[src/rtl/alu_pkg.sv]
// Shared definitions for the ALU result path: default word width and the
// skid-buffer state encoding, which doubles as the occupancy count.
package alu_pkg;

  localparam int ALU_WIDTH = 32;

  typedef enum logic [1:0] {
    ST_EMPTY = 2'd0,
    ST_ONE   = 2'd1,
    ST_TWO   = 2'd2
  } state_t;

endpackage

[src/rtl/alu_result_skid_if.sv]
// Handshake bundle between the ALU result mux, the skid buffer and the
// writeback consumer. The slave modport is the buffer's view of the bundle.
interface alu_result_skid_if #(
  parameter int WIDTH = 32
);

  logic             in_valid;
  logic             in_ready;
  logic [WIDTH-1:0] in_data;
  logic             out_valid;
  logic             out_ready;
  logic [WIDTH-1:0] out_data;
  logic             out_zero;
  logic             out_neg;
  logic [1:0]       occupancy;

  modport slave (
    input  in_valid, in_data, out_ready,
    output in_ready, out_valid, out_data, out_zero, out_neg, occupancy
  );

  modport master (
    output in_valid, in_data, out_ready,
    input  in_ready, out_valid, out_data, out_zero, out_neg, occupancy
  );

endinterface

[src/rtl/alu_result_slot.sv]
// One storage slot of the result skid buffer: result word plus the zero and
// negative flags that were derived when the word entered the buffer.
module alu_result_slot
  import alu_pkg::*;
#(
  parameter int WIDTH = ALU_WIDTH
) (
  input  logic             clk,
  input  logic             rst_n,
  input  logic             load,
  input  logic [WIDTH-1:0] d,
  input  logic             zero_d,
  input  logic             neg_d,
  output logic [WIDTH-1:0] q,
  output logic             zero_q,
  output logic             neg_q
);

  always_ff @(posedge clk) begin
    if (!rst_n) begin
      q      <= '0;
      zero_q <= 1'b0;
      neg_q  <= 1'b0;
    end else if (load) begin
      q      <= d;
      zero_q <= zero_d;
      neg_q  <= neg_d;
    end
  end

endmodule

[src/rtl/alu_result_skid.sv]
// Two-entry skid buffer behind the ALU result mux. Flags are computed once at
// capture; in_ready is registered so out_ready never reaches it combinationally.
module alu_result_skid
  import alu_pkg::*;
#(
  parameter int WIDTH = ALU_WIDTH
) (
  input  logic              clk,
  input  logic              rst_n,
  alu_result_skid_if.slave  bus
);

  // {zero, neg} for a word entering the buffer
  function automatic logic [1:0] flags_of(input logic signed [WIDTH-1:0] w);
    return {(w == '0), (w < 0)};
  endfunction

  state_t state_q;
  state_t next_state;
  logic   in_ready_q;
  logic   out_valid_q;

  logic accept;
  logic drain;

  logic             main_load;
  logic             skid_load;
  logic [WIDTH-1:0] main_d;
  logic             main_zero_d;
  logic             main_neg_d;
  logic [1:0]       in_flags;

  logic [WIDTH-1:0] main_q;
  logic             main_zero_q;
  logic             main_neg_q;
  logic [WIDTH-1:0] skid_q;
  logic             skid_zero_q;
  logic             skid_neg_q;

  assign accept   = bus.in_valid & in_ready_q;
  assign drain    = out_valid_q & bus.out_ready;
  assign in_flags = flags_of(bus.in_data);

  always_comb begin
    next_state  = state_q;
    main_load   = 1'b0;
    skid_load   = 1'b0;
    main_d      = bus.in_data;
    main_zero_d = in_flags[1];
    main_neg_d  = in_flags[0];
    case (state_q)
      ST_EMPTY: begin
        main_load = accept;
        if (accept) next_state = ST_ONE;
      end
      ST_ONE: begin
        // accept with drain replaces the head word in place: no bubble
        main_load = accept & drain;
        skid_load = accept & ~drain;
        if (accept & ~drain)      next_state = ST_TWO;
        else if (~accept & drain) next_state = ST_EMPTY;
      end
      ST_TWO: begin
        main_load   = drain;
        main_d      = skid_q;
        main_zero_d = skid_zero_q;
        main_neg_d  = skid_neg_q;
        if (drain) next_state = ST_ONE;
      end
      default: next_state = ST_EMPTY;
    endcase
  end

  always_ff @(posedge clk) begin
    if (!rst_n) begin
      state_q     <= ST_EMPTY;
      in_ready_q  <= 1'b1;
      out_valid_q <= 1'b0;
    end else begin
      state_q     <= next_state;
      in_ready_q  <= (next_state != ST_TWO);
      out_valid_q <= (next_state != ST_EMPTY);
    end
  end

  alu_result_slot #(.WIDTH(WIDTH)) u_main (
    .clk    (clk),
    .rst_n  (rst_n),
    .load   (main_load),
    .d      (main_d),
    .zero_d (main_zero_d),
    .neg_d  (main_neg_d),
    .q      (main_q),
    .zero_q (main_zero_q),
    .neg_q  (main_neg_q)
  );

  alu_result_slot #(.WIDTH(WIDTH)) u_skid (
    .clk    (clk),
    .rst_n  (rst_n),
    .load   (skid_load),
    .d      (bus.in_data),
    .zero_d (in_flags[1]),
    .neg_d  (in_flags[0]),
    .q      (skid_q),
    .zero_q (skid_zero_q),
    .neg_q  (skid_neg_q)
  );

  assign bus.in_ready  = in_ready_q;
  assign bus.out_valid = out_valid_q;
  assign bus.out_data  = main_q;
  assign bus.out_zero  = main_zero_q;
  assign bus.out_neg   = main_neg_q;
  assign bus.occupancy = state_q;

endmodule

[src/flat_wrapper.sv]
// flat-port wrapper written by rule: the top's interface ports become plain ports
module alu_result_skid_flat import alu_pkg::*;
#(
  parameter int WIDTH = ALU_WIDTH
)
  (clk, rst_n, bus_in_valid, bus_in_data, bus_out_ready, bus_in_ready, bus_out_valid, bus_out_data, bus_out_zero, bus_out_neg, bus_occupancy);
  alu_result_skid_if #(.WIDTH(WIDTH)) bus_i ();
  input  logic clk;
  input  logic rst_n;
  input wire logic [$bits(bus_i.in_valid)-1:0] bus_in_valid;
  input wire logic [$bits(bus_i.in_data)-1:0] bus_in_data;
  input wire logic [$bits(bus_i.out_ready)-1:0] bus_out_ready;
  output wire logic [$bits(bus_i.in_ready)-1:0] bus_in_ready;
  output wire logic [$bits(bus_i.out_valid)-1:0] bus_out_valid;
  output wire logic [$bits(bus_i.out_data)-1:0] bus_out_data;
  output wire logic [$bits(bus_i.out_zero)-1:0] bus_out_zero;
  output wire logic [$bits(bus_i.out_neg)-1:0] bus_out_neg;
  output wire logic [$bits(bus_i.occupancy)-1:0] bus_occupancy;
  assign bus_i.in_valid = bus_in_valid;
  assign bus_i.in_data = bus_in_data;
  assign bus_i.out_ready = bus_out_ready;
  assign bus_in_ready = bus_i.in_ready;
  assign bus_out_valid = bus_i.out_valid;
  assign bus_out_data = bus_i.out_data;
  assign bus_out_zero = bus_i.out_zero;
  assign bus_out_neg = bus_i.out_neg;
  assign bus_occupancy = bus_i.occupancy;
  alu_result_skid #(.WIDTH(WIDTH)) u_core (.clk(clk), .rst_n(rst_n), .bus(bus_i));
endmodule
[config.mk]
export PLATFORM = sky130hd
export DESIGN_NAME = alu_result_skid_flat
export DESIGN_NICKNAME = d
export VERILOG_FILES = /design/src/rtl/alu_pkg.sv /design/src/rtl/alu_result_skid_if.sv /design/src/rtl/alu_result_slot.sv /design/src/rtl/alu_result_skid.sv /design/src/flat_wrapper.sv
export SDC_FILE = /design/constraint.sdc
export NUM_CORES = 1
export LEC_CHECK = 0
export BUFFER_PORTS_ARGS = -buffer_cell sky130_fd_sc_hd__buf_4
export CORE_UTILIZATION = 50
export DETAILED_ROUTE_END_ITERATION = 8
export GPL_ROUTABILITY_DRIVEN = 1
export GPL_TIMING_DRIVEN = 0
export PLACE_DENSITY = 0.84
export SYNTH_ARGS = -nofsm -noshare
export SYNTH_HDL_FRONTEND = slang
export SYNTH_SLANG_ARGS = --single-unit
export TNS_END_PERCENT = 20
[constraint.sdc]
create_clock -name clk -period 1.7 [get_ports clk]
set_input_delay 0.34 -clock clk [delete_from_list [all_inputs] [get_ports clk]]
set_output_delay 0.34 -clock clk [all_outputs]
set_load 0.01 [all_outputs]
== Word-level counts from Yosys, hierarchy flattened ==
Index checks and enable logic that the tools add are counted.

* Add/subtract/negate cells: 0
* Multipliers: 0
* Divide/modulo/power cells: 0
* Magnitude comparators: 1
* Equality and inequality tests: 3
* Shifts and indexed selects: 0
* Mux-type cells: 10
* Bitwise logic cells: 7
* Reduce and logical (&&, ||, !) cells: 3

{| class="wikitable"
|+ Operators with widths
! cell !! count
|-
| zero test 32 bit || 1
|-
| less-than comparator 32 x 1 -> 1 bit (second input constant) || 1
|-
| 2-to-1 mux 32 bit || 1
|-
| 2-to-1 mux 2 bit || 4
|-
| case mux 2 bit (3 select lines) || 1
|-
| bitwise AND 1 bit || 5
|-
| 2-to-1 mux 1 bit || 3
|-
| case mux 1 bit (3 select lines) || 1
|-
| == test 2 x 1 -> 1 bit (second input constant) || 1
|-
| == test 2 bit (second input constant) || 1
|-
| zero test 2 bit || 1
|-
| inequality test 2 bit (second input constant) || 1
|-
| inverter 1 bit || 2
|-
| nonzero test 2 bit || 1
|}

* Register bits: 72
* Bits in latches: 0
* Memory bits (writable): 0
* Memory bits (read-only): 0
* Input bits: 36
* Output and inout bits: 38
* Logic and storage cells: 33
* Memories: 0

== Longest topological paths before layout ==
Gate-level depths: netlist of run 1.

* Word-level depth: 7
* Gate-level depth with buffers: 6
* Depth with buffers taken out: 4

== Modules after synthesis ==
From an unflattened synthesis of run 1, not the netlist that was laid out.

* Cell total of the unflattened synthesis: 292
* Area, all modules: 3,348.2 sq um

{| class="wikitable"
|+ By module, submodules not included
! module !! times used !! cells an instance !! area each (sq um) !! sequential area each (sq um)
|-
| alu_result_slot || 2 || 109 || 1,316.3 || 680.7
|-
| alu_result_skid || 1 || 74 || 715.7 || 80.1
|}

== Least setup slack after synthesis of run 1 ==
OpenSTA, ideal clock, no wires.

* Path type: flip-flop to flip-flop
* Start: register u_core.state_q[0] (netlist: u_core.bus.occupancy[0])
* End: register u_core.u_main.q[10]
* Library setup time: 116 ps
* Arrival time: 1,237 ps
* Data required time: 1,584 ps
* Path slack: 347 ps
* Cell stages (with the launch flop): 7
* Buffers on the path: 2
* Clock period less this slack: 1,353 ps
* Cells stage by stage: dfxtp_1 > nand2b_1 > buf_4 > buf_4 > mux2i_1 > nand2_1 > o211a_1

* Word-level cells in the longest chain between the ends: 2
* Elaborated cells between the ends (all ways): 5
* Those cells by class: eq/ne: 2; mux: 2; reduce/logical: 1

{| class="wikitable"
|+ Ends and longest elaborated chain
! what !! RTL line !! RTL
|-
| from (decl) || alu_result_skid.sv:18 || <nowiki>state_t state_q;</nowiki>
|-
| from (signal assigned) || alu_result_skid.sv:80 || <nowiki>state_q <= next_state;</nowiki>
|-
| == test 2 bit (tied with other cells) || alu_result_skid.sv:51 || <nowiki>case (state_q)</nowiki>
|-
| case mux 1 bit (3 select lines) / 2-to-1 mux 32 bit (equally long branches) || alu_result_skid.sv:51 ||
|-
| to (signal assigned) || alu_result_slot.sv:21 || <nowiki>q <= '0;</nowiki>
|-
| to (signal assigned) || alu_result_slot.sv:25 || <nowiki>q <= d;</nowiki>
|-
| to (decl) || alu_result_slot.sv:14 || <nowiki>output logic [WIDTH-1:0] q,</nowiki>
|}

Parallel ways exist; a longest one is shown, timed or not.
A chain may end at the register's enable or synchronous reset.

== Final worst setup path of run 1 ==
* Start: register u_core.state_q[0] (netlist: u_core.bus.occupancy[0])
* End: register u_core.u_main.q[12]

The elaborated chain is that of the path after synthesis.

==> flow_summary_export.csv, run 1 <==
group,metric,value,unit
outcome,status,"completed",
pwr,swShare,29.2,%
clock_tree,clock_path_buffers,2,
die,dieHeight,80.0,um
critical_path,r2r-start,"u_core.bus.occupancy[0]$_SDFF_PN0_",
yosys,syn_avg_cell_area,9.36,um^2
critical_path,r2r_cells,6,
timing,timing.fmax,658,MHz
critical_path,critical_path_class,"reg -> reg",
cells_and_area,layout_common_cells,"nand2_1 (102), buf_4 (83), dfxtp_1 (70)",
timing,skew,0.00689,ns
timing,hold_viol,0,
grt,grt_util_all_layers,23.5,%
clock_tree,cts_max_level,3,
die,rows,28,
drt,totalWireLength,6950,um
drt,drc,0,
clock_tree,clk_pin_slew,0.07,ns
grt,grt_use_met2,38.1,%
yosys,syn_nets,361,
cells_and_area,ff_latch_area,1400,um^2
drt,post_drt_wl_per_cell,14.3,um
cells_and_area,layout-drive-gt1-share,25.7,%
clock_tree,clockRootBuffer,"clkbuf_8",
cells_and_area,diodes,0,
grt,grt-ovfl-total,0,
cells_and_area,fillers,491,
clock_tree,cts-hold-fix-buffers,0,
yosys,syn_inst,325,
timing,setup_viol_count_final,0,
yosys,synth-seq-cells,70,
grt,gr-usage-met1,29.0,%
clock_tree,numCtsBuffers,9,
pwr,power_switching,1.23,mW
pwr,pwr-share-clk,28.1,%
die,pin_count,74,
grt,grtUsageMet3,7.54,%
critical_path,critPathArrivalTime,1.75,ns
timing,slew_headroom,66.5,%
yosys,syn_area,3040,um^2
grt,grt_pass1_wl,11300,um
critical_path,startpoint,"u_core.bus.occupancy[0]$_SDFF_PN0_",
die,die_width,80.0,um
clock_tree,cts_tree,"yes",
pwr,p_int,2.98,mW
timing,period_share,89.3,%
timing,rsz0062_at_grt,"no",
timing,max_slew.worst_pin.slew,0.503,ns
pwr,sequentialPowerShare,46.5,%
cells_and_area,nets,444,
grt,grt_max_degree,11,
cells_and_area,area_growth,26.4,%
timing,fin_ws,0.181,ns
yosys,ys_warn_count,0,
critical_path,cp_data_required_time,1.94,ns
die,coreArea,5890,um^2
placement,dp_hpwl,4990,um
grt,antenna_found_initial,0,
yosys,synth_cell_type_count,28,
timing,fin_setup_tns,0,ns
critical_path,worstSetupEndpointType,"flip-flop",
critical_path,setup.worst_path.start_class,"flip-flop",
worst_hold_path,min_from,"bus_in_data[14]",
die,die_area,6400,um^2
drt,vias,2577,
drt,viasPerCell,5.29,
pwr,leakagePower,2.08,nW
timing,period_needed,1.52,ns
pwr,peakVddDrop,0.000738,V
placement,place_ws,0.116,ns
placement,gp_congestion,0.804,
die,start_util,51.7,%
drt,dr.pass1.iters,4,
cells_and_area,final_util,65.3,%
drt,ant_nets,0,
placement,port_buffers,72,
timing,slew_viol_final,0,
worst_hold_path,worstHoldPathCells,3,
cells_and_area,multiInputGateArea,1480,um^2
clock_tree,cts_sinks,70,
flow_run,maxCapViolCount,0,
pwr,p_per_area,1090,nW/um^2
critical_path,worstPathMaxFanout,10,
grt,grt_pass1_vias,2484,
clock_tree,cts_setup_buffers,0,
clock_tree,clock_latency,0.34,ns
drt,drtIter0Drc,106,
critical_path,reg2reg_slack,0.18,ns
cells_and_area,mostFrequentLayoutCell,"nand2_1",
worst_hold_path,holdCritPathClass,"in -> reg",
yosys,yosysSeqAreaShare,46.1,%
pwr,combPwrFrac,25.4,%
grt,gr-max-usage-layer,"met2",
synthesized netlist by cell type:
cell       instances  share of area (%)
clkbuf_1           8               0.99
xor2_1             1               0.29
a21o_1             1               0.25
and3_1             1               0.21
inv_1              1               0.12
buf_4             11                2.7
a21oi_1            1               0.16
a31o_1             1               0.29
nand2_1          102                 13
nand2b_1           1               0.21
mux2i_1           33                 11
and3b_1            1               0.29
a21boi_2           1               0.37
dfxtp_1           70                 46
nand4b_1           2               0.58
buf_6              1               0.37
nor2_1             1               0.12
o211ai_2           1               0.41
buf_2              7                1.2
nor4_1             8                1.6
a21boi_1          32                7.9
and2_1             2               0.41
nand4bb_1          1               0.37
a41o_1             1               0.33
nand3b_1           1               0.25
nand4_1            2               0.41
o21ai_0            1               0.16
o211a_1           32                 11
path summary, 6_finish.rpt:
path / to
setup / recovery: u_core.u_main.q[12]$_SDFFE_PN0P_
hold / removal: u_core.u_skid.q[14]$_SDFFE_PN0P_
setup reg to reg: u_core.u_main.q[12]$_SDFFE_PN0P_
hold reg to reg: u_core.u_skid.q[5]$_SDFFE_PN0P_
power groups by stage:
stage | registers (mW) | logic (mW) | clock network, mW
final | 1.96 | 1.07 | 1.18
after global routing | 1.98 | 1.17 | 1.29
after CTS | 1.96 | 1.08 | 1.21
after detailed placement | 1.99 | 1.07 | 0
after global placement | 1.98 | 1.04 | 0
after floorplan | 2.05 | 0.550 | 0
worst max-delay path: stages, from the launching register on:
cell      delay [ns]
dfxtp_1         0.44
nand2b_1        0.15
buf_4           0.17
buf_4           0.23
mux2i_1         0.21
nand2_1         0.09
o211a_1         0.14
sequential cells by signal, summed over array words and instances (netlist names):
name	flops
u_core.bus.occupancy	2
u_core.bus.in_ready	1
u_core.u_main.q	32
u_core.u_skid.zero_q	1
u_core.u_skid.q	32
u_core.bus.out_valid	1
u_core.u_main.zero_q	1
metrics by stage:
| stage | cells | power (mW) | hold slack (ns) | area [um^2] |
|---|---|---|---|---|
| 2_1_floorplan | 325 | 2.60 | 0.434 | 3040 |
| 3_3_place_gp | 472 | 3.03 | 0.439 | 3680 |
| 3_5_place_dp | 472 | 3.06 | 0.444 | 3680 |
| 4_1_cts | 487 | 4.24 | 0.237 | 3840 |
| 6_report | 487 | 4.20 | 0.253 | 3850 |
| 5_1_grt | 487 | 4.43 | 0.235 | 3850 |
timing repair:
| action | 4_1_cts | 5_1_grt |
|---|---|---|
| endpoints found under the setup margin | 0 | 2 |
| gates resized for setup | 0 | 2 |
| hold endpoints to repair | 0 | 0 |
cell type report:
cell class | instances | share of cell area, %
multi-input combinational | 227 | 38.5
sequential | 70 | 36.4
timing repair buffer | 72 | 14.1
clock buffer | 14 | 4.23
buffer | 27 | 4.16
tap | 75 | 2.44
clock inverter | 1 | 0.130
inverter | 1 | 0.0976
per-layer routing:
layer | share of wire, % | wire length, um
met5 | 0 | 0
met4 | 2.0 | 140
met2 | 46 | 3220
met3 | 5.7 | 397
met1 | 46 | 3190
kinds of logic after synthesis:
group                     after synthesis  share of synthesized area [%]
and+or+nand+nor                       122                           17.1
AOI/OAI and AO/OA                      71                           20.4
DFF                                    70                           46.1
muxes                                  33                           10.9
buffers and inverters                  28                           5.35
xor gates and xnor gates                1                          0.288
Note: power is estimated with default switching activity, not from simulation.
==> run 2, diff against run 1 <==
--- a/config.mk
+++ b/config.mk
@@ -5,12 +5,13 @@
 export SDC_FILE = /design/constraint.sdc
 export NUM_CORES = 1
 export LEC_CHECK = 0
+export ABC_AREA = 1
 export BUFFER_PORTS_ARGS = -buffer_cell sky130_fd_sc_hd__buf_4
 export CORE_UTILIZATION = 50
 export DETAILED_ROUTE_END_ITERATION = 8
 export GPL_ROUTABILITY_DRIVEN = 1
 export GPL_TIMING_DRIVEN = 0
-export PLACE_DENSITY = 0.84
+export PLACE_DENSITY = 0.85
 export SYNTH_ARGS = -nofsm -noshare
 export SYNTH_HDL_FRONTEND = slang
 export SYNTH_SLANG_ARGS = --single-unit
==> flow_summary_export.csv, run 2 <==
group,metric,value,unit
outcome,status,"completed",
critical_path,cp_data_required_time,1.93,ns
critical_path,worstSetupEndpointType,"flip-flop",
grt,grt_pass1_vias,2759,
yosys,syn_area,3000,um^2
yosys,synthArstFlopShare,0,%
cells_and_area,mostFrequentLayoutCell,"nor2_1",
clock_tree,cts_setup_buffers,0,
cells_and_area,final_util,68.6,%
pwr,peakVddDrop,0.000775,V
drt,viasPerCell,5.31,
clock_tree,clk_pin_slew,0.07,ns
cells_and_area,layout-drive-gt1-share,24.3,%
cells_and_area,final_cells,550,
critical_path,critical-path-max-stage-delay,0.33,ns
die,coreArea,5640,um^2
grt,grt-ovfl-total,0,
grt,grt_max_degree,12,
clock_tree,numCtsBuffers,9,
critical_path,path_depth,6,
die,start_util,53.2,%
critical_path,crit_buf_inv,1,
clock_tree,clockRootBuffer,"clkbuf_8",
critical_path,crit_family,"simple AND/OR/NAND/NOR gates",
timing,timing.fmax,655,MHz
yosys,synth_cell_type_count,20,
yosys,synth_top_area_share,46.7,%
yosys,synth-seq-cells,70,
die,die_area,6320,um^2
die,die_width,79.5,um
yosys,ys_warn_count,0,
critical_path,critPathArrivalTime,1.76,ns
placement,port_buffers,72,
drt,drc,0,
timing,skew,0.00822,ns
timing,slew_headroom,65.3,%
pwr,p_per_area,1230,nW/um^2
die,pin_count,74,
worst_hold_path,worstHoldPathCells,3,
flow_run,maxCapViolCount,0,
drt,post_drt_wl_per_cell,13.6,um
pwr,p_total,4.76,mW
yosys,syn_avg_cell_area,7.70,um^2
drt,dr.pass1.iters,4,
critical_path,setup.worst_path.start_class,"flip-flop",
cells_and_area,area_growth,28.8,%
critical_path,worstPathMaxFanout,10,
yosys,syn_inst,390,
drt,drtIter0Drc,173,
cells_and_area,multiInputGateArea,1370,um^2
die,rows,27,
drt,ant_nets,0,
clock_tree,cts_sinks,70,
die,dieHeight,79.5,um
yosys,yosysSeqAreaShare,46.7,%
drt,totalWireLength,7510,um
timing,max_slew.worst_pin.slew,0.520,ns
yosys,syn_nets,426,
cells_and_area,nets,509,
timing,slew_viol_final,0,
yosys,synth_ff_type,"dfxtp_1",
critical_path,critical_path_class,"reg -> reg",
clock_tree,clock_latency,0.35,ns
worst_hold_path,holdCritPathClass,"in -> reg",
timing,hold_viol,0,
cells_and_area,ff_latch_area,1400,um^2
cells_and_area,fillers,481,
timing,setup_viol_count_final,0,
critical_path,crit_slowest_cell,"dfxtp_1",
placement,dp_hpwl,5140,um
timing,period_needed,1.53,ns
timing,whs,0.267,ns
yosys,yosysTopAreaCell,"dfxtp_1",
yosys,synth_edf_count,0,
cells_and_area,diodes,0,
grt,grt_pass1_wl,12400,um
placement,gp_congestion,0.794,
yosys,synth.most_common_cell,"nor2_1",
grt,grt_util_all_layers,25.4,%
yosys,synth_common_cells,"nor2_1 (92), dfxtp_1 (70), nand2_1 (70), o21ai_0 (42)",
critical_path,path_cells,"nand2_1 > nor2_1 > nand3_2 > clkbuf_1 > o21ai_0 > a21oi_1",
placement,dpl.cell_count,534,
clock_tree,cts_tree,"yes",
critical_path,r2r_cells,6,
clock_tree,cts-resized-gates,0,
clock_tree,cts-hold-fix-buffers,0,
timing,period_share,89.8,%
grt,antenna_found_initial,0,
yosys,synth.area.top_cells,"dfxtp_1 (47%), nor2_1 (12%), nand2_1 (8.8%)",
timing,rsz0062_at_grt,"no",
timing,fin_setup_tns,0,ns
cells_and_area,layout_common_cells,"nor2_1 (92), buf_4 (75), nand2_1 (70), dfxtp_1 (70), o21ai_0 (42)",
pwr,leakagePower,1.87,nW
clock_tree,clock_path_buffers,2,
clock_tree,cts_max_level,3,
drt,vias,2922,
==> run 2: kinds of logic (layout without fill, tap and decap cells) <==
group	Yosys count	in the layout	share of synthesized area (%)
AOI/OAI and AO/OA	84	84	18.4
buffers and inverters	42	130	7.67
DFF	70	70	46.7
and+or+nand+nor	194	194	27.2
==> run 2: path summary, 6_finish.rpt <==
kind              slack, ns                       startpoint                               to
setup / recovery       0.17   u_core.bus.in_ready$_SDFF_PN1_  u_core.u_skid.q[5]$_SDFFE_PN0P_
hold / removal         0.27                   bus_in_data[6]  u_core.u_skid.q[6]$_SDFFE_PN0P_
setup reg to reg       0.17   u_core.bus.in_ready$_SDFF_PN1_  u_core.u_skid.q[5]$_SDFFE_PN0P_
hold reg to reg        0.45  u_core.u_skid.q[0]$_SDFFE_PN0P_  u_core.u_skid.q[0]$_SDFFE_PN0P_
==> run 2: worst reg2reg max path: cells and delay by family, from the launching register on <==
family | cells | cell delay, ns
AOI/OAI and AO/OA | 2 | 0.32
buffers and inverters | 1 | 0.26
DFF | 1 | 0.33
and+or+nand+nor | 3 | 0.50
==> run 2: area by class of cell <==
class,count,area share [%]
Sequential cell,70,36.2
Multi-Input combinational cell,278,35.5
Tap cell,72,2.33
Clock inverter,3,1.68
Buffer,26,4.21
Timing Repair Buffer,72,14.0
Inverter,16,1.75
Clock buffer,13,4.37
==> run 2: metrics by stage <==
step / area, um^2 / worst slack [ns]
after floorplan: 3000 / 0.379
after global placement: 3630 / 0.192
after detailed placement: 3630 / 0.131
after CTS: 3870 / 0.150
after global routing: 3870 / 0.0415
final: 3870 / 0.173
==> run 2: report_power, final <==
part / switching, mW / internal (mW)
sequential: 0.130 / 1.88
clock: 0.606 / 0.945
combinational: 0.640 / 0.558
==> run 2: routing by layer <==
metal	up-vias	track usage (%)	wire [um]	share of wire, %
met5	-	0	0	0
met4	0	8.73	103	1.4
met3	13	7.54	495	6.6
met2	98	43.0	3760	50
met1	1369	30.5	3150	42
li1	1442	-	-	-
